$ cat src/rtl/arbitro_escrita_br.sv
// Purpose: shares the register bank write port between ALU writeback (req 0) and load writeback (req 1).
// Latency: capture at edge N, issue at edge N+1 when uncontended, bank write at edge N+2; a lost tie adds one cycle.
// Backpressure: ackN = !cheioN from registered state only; a requester seeing ackN=0 holds its data and retries.
module arbitro_escrita_br #(
  parameter int bits_palavra  = 16,
  parameter int end_registros = 2,
  parameter int num_registros = 4
) (
  input  logic                     clock,
  input  logic                     reset,
  input  logic                     req0,
  input  logic [end_registros-1:0] sel0,
  input  logic [bits_palavra-1:0]  dado0,
  output logic                     ack0,
  input  logic                     req1,
  input  logic [end_registros-1:0] sel1,
  input  logic [bits_palavra-1:0]  dado1,
  output logic                     ack1,
  output logic                     Hab_Escrita,
  output logic [end_registros-1:0] Sel_SC,
  output logic [bits_palavra-1:0]  dado_escrita,
  output logic [num_registros-1:0] pendente,
  output logic                     ocupado
);

  // One-entry holding buffers, one per requester.
  logic                     cheio0;
  logic [end_registros-1:0] buf_sel0;
  logic [bits_palavra-1:0]  buf_dado0;
  logic                     cheio1;
  logic [end_registros-1:0] buf_sel1;
  logic [bits_palavra-1:0]  buf_dado1;

  // Round-robin pointer: 1 means requester 1 wins the next tie.
  logic prio1;

  // Grants are decoded from registered state only, so the ack path never
  // depends on the incoming request and cannot form a combinational loop.
  logic grant0;
  logic grant1;

  assign grant0 = cheio0 && (!cheio1 || !prio1);
  assign grant1 = cheio1 && (!cheio0 ||  prio1);

  // A full buffer refuses new data; it reopens only on the edge after it drains.
  assign ack0 = !cheio0;
  assign ack1 = !cheio1;

  assign ocupado = cheio0 || cheio1 || Hab_Escrita;

  // Buffer 0: drain on grant, otherwise capture on a completed handshake.
  always_ff @(posedge clock or negedge reset) begin
    if (!reset) begin
      cheio0    <= 1'b0;
      buf_sel0  <= '0;
      buf_dado0 <= '0;
    end else if (grant0) begin
      cheio0 <= 1'b0;
    end else if (req0 && ack0) begin
      cheio0    <= 1'b1;
      buf_sel0  <= sel0;
      buf_dado0 <= dado0;
    end
  end

  // Buffer 1: same policy as buffer 0.
  always_ff @(posedge clock or negedge reset) begin
    if (!reset) begin
      cheio1    <= 1'b0;
      buf_sel1  <= '0;
      buf_dado1 <= '0;
    end else if (grant1) begin
      cheio1 <= 1'b0;
    end else if (req1 && ack1) begin
      cheio1    <= 1'b1;
      buf_sel1  <= sel1;
      buf_dado1 <= dado1;
    end
  end

  // Pointer moves away from whoever was just granted; idle cycles leave it alone.
  always_ff @(posedge clock or negedge reset) begin
    if (!reset) begin
      prio1 <= 1'b0;
    end else if (grant0) begin
      prio1 <= 1'b1;
    end else if (grant1) begin
      prio1 <= 1'b0;
    end
  end

  // Issue stage: registered bank controls; address/data hold when idle.
  always_ff @(posedge clock or negedge reset) begin
    if (!reset) begin
      Hab_Escrita  <= 1'b0;
      Sel_SC       <= '0;
      dado_escrita <= '0;
    end else if (grant0) begin
      Hab_Escrita  <= 1'b1;
      Sel_SC       <= buf_sel0;
      dado_escrita <= buf_dado0;
    end else if (grant1) begin
      Hab_Escrita  <= 1'b1;
      Sel_SC       <= buf_sel1;
      dado_escrita <= buf_dado1;
    end else begin
      Hab_Escrita <= 1'b0;
    end
  end

  // Pending mask: a register is busy while buffered or being issued to the bank.
  always_comb begin
    pendente = '0;
    for (int r = 0; r < num_registros; r++) begin
      pendente[r] = (cheio0      && (buf_sel0 == end_registros'(r))) ||
                    (cheio1      && (buf_sel1 == end_registros'(r))) ||
                    (Hab_Escrita && (Sel_SC   == end_registros'(r)));
    end
  end

endmodule
$ cat config.mk
export PLATFORM = sky130hd
export DESIGN_NAME = arbitro_escrita_br
export DESIGN_NICKNAME = d
export VERILOG_FILES = /design/src/rtl/arbitro_escrita_br.sv
export SDC_FILE = /design/constraint.sdc
export NUM_CORES = 1
export LEC_CHECK = 0
export CORE_ASPECT_RATIO = 2
export CORE_MARGIN = 3
export CORE_UTILIZATION = 52
export CTS_CLUSTER_SIZE = 12
export DETAILED_ROUTE_END_ITERATION = 7
export PLACE_DENSITY = 0.84
export SYNTH_ARGS = -nofsm -noshare
export SYNTH_HDL_FRONTEND = slang
export SYNTH_SLANG_ARGS = --single-unit
export TNS_END_PERCENT = 100
$ cat constraint.sdc
create_clock -name clock -period 3.2 [get_ports clock]
set_clock_uncertainty 0.15 [all_clocks]
set_input_delay 0.48 -clock clock [delete_from_list [all_inputs] [get_ports clock]]
set_output_delay 0.48 -clock clock [all_outputs]
set_load 0.02 [all_outputs]
==> impl_metrics.env <==
export IMPL_rrSetupSlack_ns=0.92
export IMPL_grt_max_degree=59
export IMPL_synth_warnings=0
export IMPL_hpwl_mm=3.81
export IMPL_start_util=0.538
export IMPL_drtIter0Drc=34
export IMPL_drc=0
export IMPL_min_path_type="primary input to asynchronous set/reset pin"
export IMPL_dr_pass1_iters=4
export IMPL_root_buffer="clkbuf_8"
export IMPL_fmax_ghz=0.368
export IMPL_irDropWorstVdd_uv=506
export IMPL_place_gp_congestion=0.749
export IMPL_cts_buffers=9
export IMPL_seq_area_sq_um=1450
export IMPL_dp_slack_ns=0.814
export IMPL_crit_fanout=9
export IMPL_clk_path_buf_depth=2
export IMPL_diodes=0
export IMPL_n_fill_cell=366
export IMPL_final_cells=316
export IMPL_outcome="completed"
export IMPL_netlist_instances=190
export IMPL_ys_seq_area_frac=0.554
export IMPL_ys_flop_type="dfrtp_1"
export IMPL_cts_setup_buffers=0
export IMPL_clk_latency_ns=0.33
export IMPL_fin_setup_tns_ns=0
export IMPL_synth_edf_count=0
export IMPL_reg2reg_depth=4
export IMPL_fin_crit_ns=2.72
export IMPL_rows=36
export IMPL_design_die_area_sq_um=5980
export IMPL_mostFrequentLayoutCells="64 x clkdlybuf4s50_1, 58 x dfrtp_1, 30 x mux2_2"
export IMPL_cts_htree_levels=3
export IMPL_worstPathCellList="inv_1, or3_1, o311ai_0, clkdlybuf4s50_1"
export IMPL_port_buffers=65
export IMPL_die_w_um=56.2
export IMPL_grt_overflow=0
export IMPL_core_area_sq_um=4860
export IMPL_hold_violations=0
export IMPL_cap_violations=0
export IMPL_async_reset_ff_frac=1.00
export IMPL_cp_end_kind="primary output"
export IMPL_path_clk_slew_ns=0.06
export IMPL_postCtsResizedCells=0
export IMPL_slew_limit_headroom=0.401
export IMPL_crit_path_start_kind="flip-flop"
export IMPL_nets=297
export IMPL_grt_pass1_vias=1841
export IMPL_slowest_delay_ns=0.67
export IMPL_total_power_mw=2.99
export IMPL_hold_buffers=0
export IMPL_syn_to_final_growth_pct=29.6
export IMPL_synth_avg_cell_area_sq_um=13.8
export IMPL_critical_path_arrival_ns=2.09
export IMPL_post_drt_wl_per_cell_um=17.3
export IMPL_finalMaxSlewViolations=0
export IMPL_synth_nets=230
export IMPL_p_per_area_nw_per_um2=882
export IMPL_via_count=1761
export IMPL_setup_violations=0
export IMPL_antenna_found_initial=0
export IMPL_routed_via_density=5.57
export IMPL_die_height_um=106
export IMPL_final_common_cell="clkdlybuf4s50_1"
export IMPL_worst_pin_slew_ns=0.896
export IMPL_dp_cells=303
export IMPL_synth_area_sq_um=2620
export IMPL_final_util=0.698
export IMPL_ys_ff_latch=58
export IMPL_layout_drive_gt1_share=0.255
export IMPL_rsz0062_at_grt="false"
export IMPL_layout_setup_ws_ns=0.481
export IMPL_totalWireLength_mm=5.48
export IMPL_grt_pass1_wl_mm=9.02
export IMPL_clock_sinks=58
export IMPL_synth_distinct_cells=26
export IMPL_p_leak_nw=1.40
export IMPL_cpMaxStageDelayCell="clkdlybuf4s50_1"
export IMPL_setup_worst_path_class="flip-flop to primary output"
export IMPL_worstPathRequired_ns=2.57
export IMPL_ant_nets=0
export IMPL_pin_count=66
export IMPL_cts_tree="done"
export IMPL_multiInputGateArea_sq_um=1040
export IMPL_track_usage=0.201
export IMPL_period_share=0.850
==> cell families (layout without fill, tap and decap cells) <==
family | after synthesis | count (layout) | share of synthesized area
DFF | 58 | 58 | 0.554
AOI/OAI and AO/OA | 45 | 45 | 0.130
buffers and inverters | 16 | 85 | 0.0487
muxes | 53 | 53 | 0.228
and+or+nand+nor | 18 | 18 | 0.0382
==> through the flow <==
step,instance area [sq um],hold WS (ns)
final,3390,0.131
after global routing,3390,0.183
after CTS,3390,0.153
after detailed placement,3250,0.348
after global placement,3250,0.341
after floorplan,2620,0.0344
==> where the power goes <==
part	switching (mW)	leakage, nW	internal, mW
Clock	0.249	0.0722	0.267
Sequential	0.226	0.673	1.00
Combinational	0.580	0.655	0.666
==> registers in the layout, indices dropped and copies added, names as in the netlist <==
name / count
prio1: 1
Sel_SC: 2
Hab_Escrita: 1
cheio1: 1
buf_dado0: 16
cheio0: 1
dado_escrita: 16
buf_sel0: 2
buf_dado1: 16
buf_sel1: 2
==> layer usage <==
layer | part of all wire | global-route usage
met1 | 0.37 | 0.221
met3 | 0.047 | 0.0608
met5 | 0 | 0
met4 | 0.026 | 0.0985
met2 | 0.56 | 0.347
==> layout make-up <==
cell class / instances / area share
Clock buffer: 12 / 0.0398
Sequential cell: 58 / 0.428
Multi-Input combinational cell: 116 / 0.306
Inverter: 2 / 0.00221
Timing Repair Buffer: 70 / 0.201
Clock inverter: 1 / 0.00147
Tap cell: 57 / 0.0210
==> critical path: cells and delay by family (launching register included) <==
family                 cells  cell delay [ns]
AO/OA/AOI/OAI              1             0.11
buffers and inverters      2             0.77
flip-flops                 1             0.49
AND/OR/NAND/NOR            1             0.39
==> worst paths after layout <==
check                                  start          endpoint
max in group asynchronous              reset   dado_escrita[6]
worst max register to register        cheio1   dado_escrita[3]
min in group clock              buf_dado0[6]      buf_dado0[6]
worst max-delay path                  cheio0       pendente[0]
worst min register to register  buf_dado0[6]      buf_dado0[6]
worst min-delay path                   reset  dado_escrita[14]
==> cell usage after synthesis (all sizes together), types with 2 or more instances <==
library cell	n	area share
mux2	36	0.16
a21oi	18	0.034
nand3	4	0.0076
mux2i	17	0.065
clkbuf	2	0.0029
o22ai	18	0.067
nand2	7	0.010
buf	12	0.043
o21bai	2	0.0057
nor2b	2	0.0067
inv	2	0.0029
nand3b	2	0.0057
or3	2	0.0048
dfrtp	58	0.55
No activity file was read; power rests on OpenSTA's default activity.
